===== src/rtl/game_state_controller_if.sv =====
// ---------------------------------------------------------------------------
// game_state_controller_if
//   Groups the signals between game_state_controller and the rest of
//   top_level: the two raw board keys, the countdown_timer/display_timer
//   handshake, and the round status outputs.
//   master : the controller side (keys and timer status in, control out)
//   slave  : the surrounding logic (keys and timer status out, control in)
//
//   start_btn         raw start key, active-low, asynchronous to clk
//   pause_btn         raw pause/resume key, active-low, asynchronous to clk
//   one_second_pulse  1-cycle tick from countdown_timer
//   game_finished     level from display_timer: count has reached zero
//   timer_load        1-cycle pulse: reload timer/display to start value
//   timer_run         level: gates one_second_pulse into display_timer
//   game_active       high in RUNNING or PAUSED
//   game_over         high in FINISHED
//   blink             toggles per one_second_pulse in FINISHED, else 0
//   state             IDLE=0, RUNNING=1, PAUSED=2, FINISHED=3
// ---------------------------------------------------------------------------
interface game_state_controller_if;
  logic       start_btn;
  logic       pause_btn;
  logic       one_second_pulse;
  logic       game_finished;
  logic       timer_load;
  logic       timer_run;
  logic       game_active;
  logic       game_over;
  logic       blink;
  logic [1:0] state;

  modport master (
    input  start_btn, pause_btn, one_second_pulse, game_finished,
    output timer_load, timer_run, game_active, game_over, blink, state
  );

  modport slave (
    output start_btn, pause_btn, one_second_pulse, game_finished,
    input  timer_load, timer_run, game_active, game_over, blink, state
  );
endinterface


===== src/rtl/game_state_controller.sv =====
// ---------------------------------------------------------------------------
// game_state_controller
//   Round-level control FSM for the countdown game. Synchronises and
//   debounces the start and pause keys, drives the countdown timer's
//   reload pulse and run gate, reacts to game_finished, and holds a
//   blinking game-over phase for FINISH_HOLD_S seconds before idling.
//
//   clk   system clock (50 MHz)
//   rst   asynchronous, active-low reset
//   bus   game_state_controller_if.master (keys, timer handshake, status)
//
//   Parameters:
//   DEBOUNCE_CYCLES  stable cycles before a key level is accepted
//   FINISH_HOLD_S    one_second_pulse count spent in FINISHED (>= 1)
//   DB_W             debounce counter width, must hold DEBOUNCE_CYCLES-1
// ---------------------------------------------------------------------------
module game_state_controller #(
  parameter int DEBOUNCE_CYCLES = 500_000,
  parameter int FINISH_HOLD_S   = 5,
  parameter int DB_W            = 19
) (
  input  logic                      clk,
  input  logic                      rst,
  game_state_controller_if.master   bus
);

  localparam int HOLD_W = $clog2(FINISH_HOLD_S + 1);
  localparam logic [DB_W-1:0]   DB_LAST   = DB_W'(DEBOUNCE_CYCLES - 1);
  localparam logic [HOLD_W-1:0] HOLD_LAST = HOLD_W'(FINISH_HOLD_S);

  typedef enum logic [1:0] {
    IDLE     = 2'd0,
    RUNNING  = 2'd1,
    PAUSED   = 2'd2,
    FINISHED = 2'd3
  } state_t;

  // -------------------------------------------------------------------------
  // Key conditioning. Bit 0 = start key, bit 1 = pause key. Everything
  // resets to the released level (1) so reset release never fakes a press.
  // -------------------------------------------------------------------------
  logic [1:0]      key_raw;
  logic [1:0]      sync1_q, sync2_q;
  logic [1:0]      db_level_q, db_prev_q;
  logic [DB_W-1:0] db_cnt_q [2];
  logic [1:0]      press_evt;
  logic            start_evt, pause_evt;

  assign key_raw = {bus.pause_btn, bus.start_btn};

  // NOTE: the small counter array is reset element by element; it is two
  // registers, not a RAM, so an async reset costs nothing and keeps the
  // debouncers in a known state after reset.
  always_ff @(posedge clk or negedge rst) begin
    if (!rst) begin
      sync1_q    <= '1;
      sync2_q    <= '1;
      db_level_q <= '1;
      db_prev_q  <= '1;
      for (int k = 0; k < 2; k++) db_cnt_q[k] <= '0;
    end else begin
      // NOTE: non-blocking assignments make every flop sample the pre-edge
      // value, so sync1 -> sync2 really is two stages and not a wire.
      sync1_q   <= key_raw;
      sync2_q   <= sync1_q;
      db_prev_q <= db_level_q;
      for (int k = 0; k < 2; k++) begin
        if (sync2_q[k] == db_level_q[k]) begin
          db_cnt_q[k] <= '0;              // agreement (or a bounce back) restarts
        end else if (db_cnt_q[k] == DB_LAST) begin
          db_level_q[k] <= sync2_q[k];    // differed for DEBOUNCE_CYCLES cycles
          db_cnt_q[k]   <= '0;
        end else begin
          db_cnt_q[k] <= db_cnt_q[k] + 1'b1;
        end
      end
    end
  end

  // Falling edge of the debounced level only: releases never produce events.
  assign press_evt = db_prev_q & ~db_level_q;
  assign start_evt = press_evt[0];
  assign pause_evt = press_evt[1];

  // -------------------------------------------------------------------------
  // Round FSM
  // -------------------------------------------------------------------------
  state_t              state_q, state_d;
  logic                load_q, load_d;
  logic                run_q;
  logic                blink_q, blink_d;
  logic [HOLD_W-1:0]   hold_q, hold_d;

  // NOTE: every variable gets a default before the case statement so no
  // path leaves it unassigned, which would otherwise infer a latch.
  always_comb begin
    state_d = state_q;
    load_d  = 1'b0;
    hold_d  = '0;
    blink_d = 1'b0;

    unique case (state_q)
      IDLE: begin
        if (start_evt) begin
          state_d = RUNNING;
          load_d  = 1'b1;
        end
      end
      RUNNING: begin
        if (bus.game_finished) state_d = FINISHED;
        else if (start_evt)    load_d  = 1'b1;     // restart in place
        else if (pause_evt)    state_d = PAUSED;
      end
      PAUSED: begin
        if (start_evt) begin
          state_d = RUNNING;
          load_d  = 1'b1;
        end else if (pause_evt) begin
          state_d = RUNNING;
        end
      end
      FINISHED: begin
        if (start_evt) begin
          state_d = RUNNING;
          load_d  = 1'b1;
        end else if (hold_q == HOLD_LAST) begin
          state_d = IDLE;
        end
      end
      default: state_d = IDLE;
    endcase

    // hold_cnt/blink live only while staying in FINISHED: entry and exit
    // both see the zero defaults. Staying implies hold_q < HOLD_LAST, so
    // the increment can never wrap.
    if (state_q == FINISHED && state_d == FINISHED) begin
      hold_d  = hold_q;
      blink_d = blink_q;
      if (bus.one_second_pulse) begin
        hold_d  = hold_q + 1'b1;
        blink_d = ~blink_q;
      end
    end
  end

  always_ff @(posedge clk or negedge rst) begin
    if (!rst) begin
      state_q <= IDLE;
      load_q  <= 1'b0;
      run_q   <= 1'b0;
      blink_q <= 1'b0;
      hold_q  <= '0;
    end else begin
      state_q <= state_d;
      load_q  <= load_d;
      run_q   <= (state_d == RUNNING);
      blink_q <= blink_d;
      hold_q  <= hold_d;
    end
  end

  assign bus.state       = state_q;
  assign bus.timer_load  = load_q;
  assign bus.timer_run   = run_q;
  assign bus.blink       = blink_q;
  assign bus.game_active = (state_q == RUNNING) || (state_q == PAUSED);
  assign bus.game_over   = (state_q == FINISHED);

endmodule


===== src/flat_wrapper.sv =====
// flat-port wrapper written by rule: the top's interface ports become plain ports
module game_state_controller_flat 
#(
  parameter int DEBOUNCE_CYCLES = 500_000,
  parameter int FINISH_HOLD_S   = 5,
  parameter int DB_W            = 19
)
  (clk, rst, bus_start_btn, bus_pause_btn, bus_one_second_pulse, bus_game_finished, bus_timer_load, bus_timer_run, bus_game_active, bus_game_over, bus_blink, bus_state);
  game_state_controller_if bus_i ();
  input  logic clk;
  input  logic rst;
  input wire logic [$bits(bus_i.start_btn)-1:0] bus_start_btn;
  input wire logic [$bits(bus_i.pause_btn)-1:0] bus_pause_btn;
  input wire logic [$bits(bus_i.one_second_pulse)-1:0] bus_one_second_pulse;
  input wire logic [$bits(bus_i.game_finished)-1:0] bus_game_finished;
  output wire logic [$bits(bus_i.timer_load)-1:0] bus_timer_load;
  output wire logic [$bits(bus_i.timer_run)-1:0] bus_timer_run;
  output wire logic [$bits(bus_i.game_active)-1:0] bus_game_active;
  output wire logic [$bits(bus_i.game_over)-1:0] bus_game_over;
  output wire logic [$bits(bus_i.blink)-1:0] bus_blink;
  output wire logic [$bits(bus_i.state)-1:0] bus_state;
  assign bus_i.start_btn = bus_start_btn;
  assign bus_i.pause_btn = bus_pause_btn;
  assign bus_i.one_second_pulse = bus_one_second_pulse;
  assign bus_i.game_finished = bus_game_finished;
  assign bus_timer_load = bus_i.timer_load;
  assign bus_timer_run = bus_i.timer_run;
  assign bus_game_active = bus_i.game_active;
  assign bus_game_over = bus_i.game_over;
  assign bus_blink = bus_i.blink;
  assign bus_state = bus_i.state;
  game_state_controller #(.DEBOUNCE_CYCLES(DEBOUNCE_CYCLES), .FINISH_HOLD_S(FINISH_HOLD_S), .DB_W(DB_W)) u_core (.clk(clk), .rst(rst), .bus(bus_i));
endmodule

===== config.mk =====
export PLATFORM = sky130hd
export DESIGN_NAME = game_state_controller_flat
export DESIGN_NICKNAME = d
export VERILOG_FILES = /design/src/rtl/game_state_controller_if.sv /design/src/rtl/game_state_controller.sv /design/src/flat_wrapper.sv
export SDC_FILE = /design/constraint.sdc
export NUM_CORES = 1
export LEC_CHECK = 0
export CAP_MARGIN = 40
export CORE_ASPECT_RATIO = 1.75
export CORE_MARGIN = 5
export CORE_UTILIZATION = 50
export CTS_CLUSTER_SIZE = 25
export DETAILED_ROUTE_END_ITERATION = 6
export DONT_BUFFER_PORTS = 1
export GPL_ROUTABILITY_DRIVEN = 0
export PLACE_DENSITY = 0.66
export REMOVE_ABC_BUFFERS = 1
export SYNTH_ARGS = -nofsm -noshare
export SYNTH_HDL_FRONTEND = slang
export SYNTH_SLANG_ARGS = --single-unit

===== constraint.sdc =====
create_clock -name clk -period 3.9 [get_ports clk]
set_input_delay 0.585 -clock clk [delete_from_list [all_inputs] [get_ports clk]]
set_output_delay 0.585 -clock clk [all_outputs]
set_load 0.02 [all_outputs]

==> reports/summary.txt <==
status = finished clean
clock buffer depth = 2
fin crit share = 0.556
Row Count = 35
Synth async-reset ratio = 1.00
Core Box Area = 5260 sq um
dpl hpwl = 3.54 mm
antenna viol nets, final = 0
CP endpoint kind = flop
drt total wl = 5.12 mm
DRT Pass-1 Iters = 4
top cells by area, synth = dfrtp_1 (43%), xnor2_1 (8.7%), dfstp_2 (7.8%)
post-DR vias/cell = 5.85
Global Route met2 Usage = 0.308
cell family with the largest share of critical-path delay = compound AO/OA/AOI/OAI gates
Startpoint Class = flop
worst path required time = 4.05 ns
I/O Pins = 13
Buf/Inv on CP = 0
fin worst setup slack = 1.73 ns
EDFF count, synth = 0
first-pass GRT wire length = 9.31 mm
CP Cell Sequence = nor4_1 > nand4_1 > o41ai_4 > nor2_1
Seq/Total Area, Yosys = 0.503
CTS root buf = clkbuf_8
vias in the first global route = 2038
largest net degree at the start of global routing = 47
TNS Setup = 0 ns
Die Span Y = 107 microns
post-CTS setup buffer count = 0
flops & latches, synth = 54
power per cell area = 351 nW/um^2
placed inst area = 2760 sq um
worst relative slew slack = 0.372
Syn Area/Cell = 10.3 sq um
R2R Setup Slk = 1.73 ns
global route total overflow = 0
Arrival @ worst endpoint = 2.31 ns
Layout area overhead = 7.12%
Hold Crit Class = primary input to asynchronous set/reset pin
CTS buffer count = 5
Mapped Cells = 264
critical setup path kind = flop to flop
Yosys top cell by area = dfrtp_1
Synth Warn # = 0
dpl ws = 1.75 ns
Max Cap Violations = 0
critical path peak fanout = 17
initial antenna violation count = 0
max-slew violations = 0
CTS clk-pin slew, worst paths = 0.10 ns
VDD IR max = 0.266 mV
RSZ-0062 raised after global routing = false
DRC violations left = 0
Clock H-tree levels = 2
Pwr Total = 1.02 mW
initial drt markers = 95
number of port buffers = 0
Chip Width = 65.6 microns
Final Hold Fails = 0
met1 Use GR = 0.189
hold buffers post-CTS = 1
GR peak layer = met2
TritonCTS clock tree = done
Most used DFF post-synth = dfrtp_1
Crit-path slowest cell = o41ai_4
Fmax = 461 MHz
Post-Synthesis Cell Area = 2710 sq um
# setup viols final = 0
static leakage = 1.17 nW
post-synth cell types = 37
wire per inst = 15.7 microns
slowest stage delay, CP = 0.93 ns
GRT Util Overall = 0.168
total die area = 7040 sq um
design area = 2900 sq um
CTS sink count = 54
n_diodes = 0
Layout Nets = 285
minimum clock period = 2.17 ns
met3 usage = 0.0230
Slew @ Worst Pin = 0.939 ns
Initial Utilization = 0.515
share of layout cells above drive strength 1 = 0.103
# resized after CTS = 0
final setup skew = 0.0128 ns
top-area cell type share of the netlist area = 0.425
via count = 1907
clk_lat worst skew = 0.30 ns
## Yosys cell counts, types with 2 or more instances
master,number
a21oi_1,10
or4_1,2
nand4_1,8
o21ai_0,8
nand2b_1,3
xor2_1,6
or4_4,3
nor4_1,11
nor2b_1,3
xnor2_1,27
nand2_1,16
a211oi_1,3
o211a_1,2
nor3_1,7
mux2_2,2
nand4bb_1,2
or3_1,5
inv_1,15
dfstp_2,8
dfrtp_1,46
nor2_1,40
ha_1,9
nand3_1,14
## path summary, 6_finish.rpt
path                       depth (start not counted)                    to           startpoint
hold / removal                                     0  u_core.db_level_q[1]                  rst
setup reg to reg                                   4   u_core.db_cnt_q[11]  u_core.db_cnt_q[11]
setup / recovery                                   4   u_core.db_cnt_q[11]  u_core.db_cnt_q[11]
hold reg to reg                                    0     u_core.sync2_q[0]    u_core.sync1_q[0]
min in group clk                                   0     u_core.sync1_q[0]        bus_start_btn
max in group asynchronous                          1   u_core.db_cnt_q[32]                  rst
## cell type report
class | count | area, sq um
Timing Repair Buffer | 1 | 27.5
Fill cell | 468 | 2350
Inverter | 15 | 56.3
Clock inverter | 3 | 43.8
Clock buffer | 5 | 68.8
Sequential cell | 54 | 1360
Multi-Input combinational cell | 193 | 1270
Tap cell | 55 | 68.8
## kinds of logic (layout without fill, tap and decap cells)
group           after synthesis  in the layout  synth area share
simple gates                119            119             0.233
xor+xnor                     33             33             0.107
flops                        54             54             0.503
buf+inv                      17             24            0.0268
compound gates               29             29            0.0772
fa+ha+maj                     9              9            0.0416
mux                           3              3            0.0120
## layer usage
metal | up-vias | share of wire
li1 | 926 | -
met1 | 943 | 0.39
met2 | 30 | 0.57
met3 | 8 | 0.021
met4 | 0 | 0.021
met5 | - | 0
## where the power goes
group	leakage, nW	switching [mW]	internal, mW
Combinational	0.395	0.0360	0.0195
Clock	0.0585	0.181	0.193
Sequential	0.721	0.0159	0.572
## through the flow
stage	util	hold slack (ns)	cells
2_1_floorplan	-	0.289	262
3_3_place_gp	0.525	0.291	317
3_5_place_dp	0.525	0.291	317
4_1_cts	0.552	0.104	326
5_1_grt	0.552	0.0919	326
6_report	0.552	0.113	326
## state kept, by name, indices dropped and copies added, names as in the netlist
register	flops
u_core.bus.blink	1
u_core.bus.state	2
u_core.bus.timer_load	1
u_core.bus.timer_run	1
u_core.db_cnt_q	38
u_core.db_level_q	2
u_core.db_prev_q	2
u_core.hold_q	3
u_core.sync1_q	2
u_core.sync2_q	2
## placed cells by master, fill, tap and decap left out, drive strengths merged, types with 6 or more instances in the layout
cell type / n
nor2: 40
nor4: 11
nand2: 16
o21ai: 9
nor3: 7
a21oi: 10
xor2: 6
ha: 9
nand3: 15
inv: 16
dfrtp: 46
xnor2: 27
dfstp: 8
nand4: 10
Power figures use the tool's default switching activity.
==> variant 1 (same flow settings) <==
Make the reset (`rst`) synchronous in 2 clocked blocks. Comments in the files are not updated.
--- a/src/rtl/game_state_controller.sv
+++ b/src/rtl/game_state_controller.sv
@@ -53,3 +53,3 @@
   // debouncers in a known state after reset.
-  always_ff @(posedge clk or negedge rst) begin
+  always_ff @(posedge clk) begin
     if (!rst) begin
@@ -145,3 +145,3 @@
 
-  always_ff @(posedge clk or negedge rst) begin
+  always_ff @(posedge clk) begin
     if (!rst) begin
Formal check against the unedited RTL: same outputs for any inputs over 10 cycles, from zero or initial values and one cycle with rst low; that may be too few to reach the edited logic, so the function may still have changed.
==> variant 1 against the unedited design <==
Power shrank 0.51%. Die area is 4.2% higher. Routed wire length down 8.2%. Final area rose by 7.5%. Sequential cell count is the same. Setup slack got worse by 0.048 ns. Synthesized area up 4.8%. Critical path type unchanged. Critical endpoint is now u_core.db_cnt_q[0][7].
==> variant 1: results (changes against the unedited design) <==
Result of the run: completed (unchanged). The routing usage on met2 came to 27.9% (was 30.8%). The placeable core region came to 5540 um^2 (was 5260 um^2). The per-instance average area after synthesis came out at 10.8 um^2 (was 10.3 um^2).

The xor/xnor share of the synthesized area came to 12.0% (was 10.7%). The proportion of layout cells with a drive suffix above 1 is 7.64% (was 10.3%). The number of cells after detailed placement came to 369 (was 317). The post-synthesis async set-or-reset flop share is 0% (was 100%). The fraction of the mapped netlist area in adder cells is 3.97% (was 4.16%). The total length of routed met2 wires came out at 2.64 mm (was 2.93 mm).

The static leakage power is 1.10 nW (was 1.17 nW). The post-placement cell area was 3020 um^2 (was 2760 um^2). The routed wire length on met3 is 105 um (was 108 um). The sequential fraction of the synthesis area came out at 51.5% (was 50.3%). The number of vias after detailed routing came to 1,825 (was 1,907).

The final-stage net count came out at 315 (was 285). The global routing met1 resource utilization came out at 14.6% (was 18.9%). The launch point of the critical path is u_core.db_cnt_q[0][0] (was u_core.db_cnt_q[11]). The pin slew with the least headroom to its limit is 0.578 ns (was 0.939 ns). The number of buffers outside the clock class in the layout is 0 (was 1). The non-clock inverter instance count of the final layout is 9 (was 15).

The number of DRC markers after the initial detailed-route iteration is 75 (was 95). The data arrival at the endpoint of the critical path is 2.27 ns (was 2.31 ns). The final clock skew is 0.00595 ns (was 0.0128 ns). The class of the worst hold path is input pin to register (was input pin to async pin). The fraction of standard cell area in multi-input logic was 46.0% (was 43.9%).

The layout filler cell count came out at 497 (was 468).
-- variant 1: cell types whose count changed in the layout (fill, tap and decap cells not counted), moves of 8 or more --
| cell | unedited run | this run |
|---|---|---|
| nor4_1 | 11 | 0 |
| nor2_1 | 40 | 49 |
| xnor2_1 | 27 | 15 |
| dfstp_2 | 8 | 0 |
| dfxtp_1 | 0 | 16 |
| xor2_1 | 6 | 24 |
| conb_1 | 0 | 38 |
| a21oi_1 | 10 | 1 |
| dfrtp_1 | 46 | 0 |
| edfxtp_1 | 0 | 38 |
-- variant 1: worst max-delay path, cell delays in order (launching register included) --
cell and delay, ns:
edfxtp_1 0.46, ha_1 0.25, and4_1 0.33, nand3_1 0.13, nor3_2 0.17, or2_1 0.50, nor2_1 0.11
-- variant 1: final timing paths --
path	end	slack (ns)	cells after the start
max	u_core.db_cnt_q[0][7]	1.68	6
min	u_core.db_level_q[0]	0.33	1
max reg2reg	u_core.db_cnt_q[0][7]	1.68	6
min reg2reg	u_core.sync2_q[1]	0.42	1
==> variant 2 (same flow settings) <==
Without the edit above. `DEBOUNCE_CYCLES` is set to 500_000 in 2 places; all go to 250_000.
--- a/src/rtl/game_state_controller.sv
+++ b/src/rtl/game_state_controller.sv
@@ -17,3 +17,3 @@
 module game_state_controller #(
-  parameter int DEBOUNCE_CYCLES = 500_000,
+  parameter int DEBOUNCE_CYCLES = 250_000,
   parameter int FINISH_HOLD_S   = 5,
--- a/src/flat_wrapper.sv
+++ b/src/flat_wrapper.sv
@@ -3,3 +3,3 @@
 #(
-  parameter int DEBOUNCE_CYCLES = 500_000,
+  parameter int DEBOUNCE_CYCLES = 250_000,
   parameter int FINISH_HOLD_S   = 5,
Behaviour: same outputs for any inputs over 10 cycles, from zero or initial values and one cycle with rst low; that may be too few to reach the edited logic, so the function may still have changed.
==> variant 2 against the unedited design <==
Power down 0.91%. Count of clock-buffer cells in the layout up 1. Combinational power down 7.0%. Critical path depth unchanged. Final area down 1.6%. Hold slack worse by 0.0019 ns. Synthesized area down 2.1%. Sequential cell count unchanged. Setup slack better by 0.058 ns. Routed wire length down 6.6%. First-iteration DRC count down 41%. Clock power down 1%.
==> variant 2: results (changes against the unedited design) <==
The register-to-register setup slack came out at 1.79 ns (was 1.73 ns). The clock latency at the later pin of the worst-skew pair came out at 0.30 ns (about the same). The number of vias after detailed routing is 1,864 (was 1,907).

The worst slack on hold paths came out at 0.111 ns (was 0.113 ns). The number of antenna repair diodes came to 0 (unchanged). Result of the run: completed (unchanged). The detailed placement HPWL came out at 3.29 mm (was 3.54 mm). The number of antenna violations at the first check in global routing is 0 (unchanged). The global-route wire length before repair came to 8.44 mm (was 9.31 mm). The peak per-stage delay on the critical path is 0.58 ns (was 0.93 ns). The launch point of the critical path was u_core.bus.state[0] (was u_core.db_cnt_q[11]). The clock-pin slew reported for the worst setup and hold paths after clock tree synthesis came out at 0.10 ns (about the same).

Largest regs: u_core.db_cnt_q (38), u_core.hold_q (3) (unchanged). The number of search-and-repair iterations in the first detailed-routing pass is 4 (unchanged). The root buffer cell is clkbuf_8 (unchanged). The static leakage power came out at 1.18 nW (was 1.17 nW). The final-stage net count came to 279 (was 285). The TritonCTS buffer count is 5 (unchanged). The proportion of layout cells with a drive suffix above 1 is 9.43% (was 10.3%). The maximum number of pins on one net before global-route repair is 47 (unchanged).

The sequential fraction of the synthesis area is 51.3% (was 50.3%). The number of DRC markers after the initial detailed-route iteration was 56 (was 95). The number of unique standard cell types used by synthesis is 39 (was 37). The layout filler cell count came out at 487 (was 468). The maximum buffer depth of the clock tree came out at 2 (unchanged). The number of cells after detailed placement is 311 (was 317). The average detailed-routed wire length per instance came out at 15.0 um (was 15.7 um). The class of the worst hold path was input pin to async pin (unchanged). The cell count after synthesis is 257 (was 264). The total global routing track utilization was 15.5% (was 16.8%).

The slowest stage cell on the critical path is dfrtp_1 (was o41ai_4). The routed wire length is 4.79 mm (was 5.12 mm). The number of warnings issued by yosys is 0 (unchanged). The maximum fanout along the worst path came to 7 (was 17).

Biggest area contributors in the synthesized netlist: dfrtp_1 43%, dfstp_2 7.9%, xnor2_1 6.6% (was dfrtp_1 43%, xnor2_1 8.7%, dfstp_2 7.8%). The post-synthesis cell type with the largest combined area is dfrtp_1 (unchanged). Cell types with the highest counts after synthesis: 46 x dfrtp_1, 41 x nor2_1, 20 x xnor2_1 (was 46 x dfrtp_1, 40 x nor2_1, 27 x xnor2_1). The switching share of power was 22.4% (was 22.9%).

The final clock skew is 0.00831 ns (was 0.0128 ns). The peak supply drop is 0.199 mV (was 0.266 mV). The relative max-transition margin came out at 50.1% (was 37.2%). The post-placement cell area came to 2720 um^2 (was 2760 um^2). The most used standard cell by instance count after synthesis was dfrtp_1 (unchanged). The number of levels the H-tree was split into was 2 (unchanged).

The post-cts repair resize count is 0 (unchanged). The number of port buffers is 0 (unchanged). The post-synthesis async set-or-reset flop share is 100% (unchanged). The required time of the critical path is 4.11 ns (was 4.05 ns). The depth of the worst register-to-register path came out at 4 (unchanged). The cell family with the largest share of critical-path delay is compound AO/OA/AOI/OAI gates (unchanged).
==> variant 2: cell types whose count changed after synthesis, moves of 3 or more <==
cell | before | now
xnor2_1 | 27 | 20
xor2_1 | 6 | 13
inv_1 | 15 | 10
nor4b_1 | 0 | 4
and4_1 | 0 | 3
nor4_1 | 11 | 8
==> variant 2: cells by family (layout without fill, tap and decap cells) <==
family / after synthesis / after routing / share of synthesized area, %
muxes: 3 / 3 / 1.23
adders and majority gates: 9 / 9 / 4.25
AOI/OAI and AO/OA: 29 / 29 / 7.17
DFF: 54 / 54 / 51.3
xor gates and xnor gates: 33 / 33 / 10.9
and+or+nand+nor: 117 / 117 / 23.3
buffers and inverters: 12 / 20 / 1.84
==> variant 2: path summary, 6_finish.rpt <==
path / end
setup / recovery: u_core.bus.blink
hold / removal: u_core.db_level_q[0]
setup reg to reg: u_core.bus.blink
hold reg to reg: u_core.sync2_q[0]
max in group asynchronous: u_core.db_cnt_q[30]
min in group clk: u_core.sync1_q[1]
==> variant 2: final cells by class <==
cell class / count / area [um^2] / area share (%)
timing repair buffer: 2 / 35.0 / 1.23
multi-input combinational: 191 / 1240 / 43.5
sequential: 54 / 1360 / 47.7
inverter: 10 / 37.5 / 1.32
tap: 55 / 68.8 / 2.41
clock buffer: 6 / 72.6 / 2.54
clock inverter: 2 / 37.5 / 1.32
==> variant 2: per-layer routing <==
layer | track usage [%] | share of wire (%)
met1 | 17.2 | 40
met2 | 28.6 | 55
met3 | 2.75 | 2.4
met4 | 5.79 | 1.9
met5 | 0 | 0
==> variant 2: what timing repair did <==
item / 4_1_cts / 5_1_grt
hold endpoints to repair: 46 / 0
hold buffers: 1 / 0
setup buffers: 0 / 0
==> variant 2: power by group through the flow <==
| stage | sequential [mW] | clock, mW | combinational (mW) |
|---|---|---|---|
| final | 0.587 | 0.369 | 0.0516 |
| after global routing | 0.590 | 0.410 | 0.0593 |
| after CTS | 0.587 | 0.388 | 0.0533 |
| after detailed placement | 0.598 | 0 | 0.0400 |
| after global placement | 0.598 | 0 | 0.0401 |
| after floorplan | 0.595 | 0 | 0.0329 |
==> variant 2: metrics by stage <==
stage	setup slack [ns]	total power, mW
2_1_floorplan	2.05	0.628
3_3_place_gp	1.92	0.638
3_5_place_dp	1.85	0.638
4_1_cts	1.81	1.03
5_1_grt	1.62	1.06
6_report	1.79	1.01
==> variant 2: worst register-to-register path, delay by kind of cell (launching register included) <==
kind | cells | cell delay (ns)
flops | 1 | 0.58
compound gates | 3 | 0.97
fa+ha+maj | 1 | 0.47
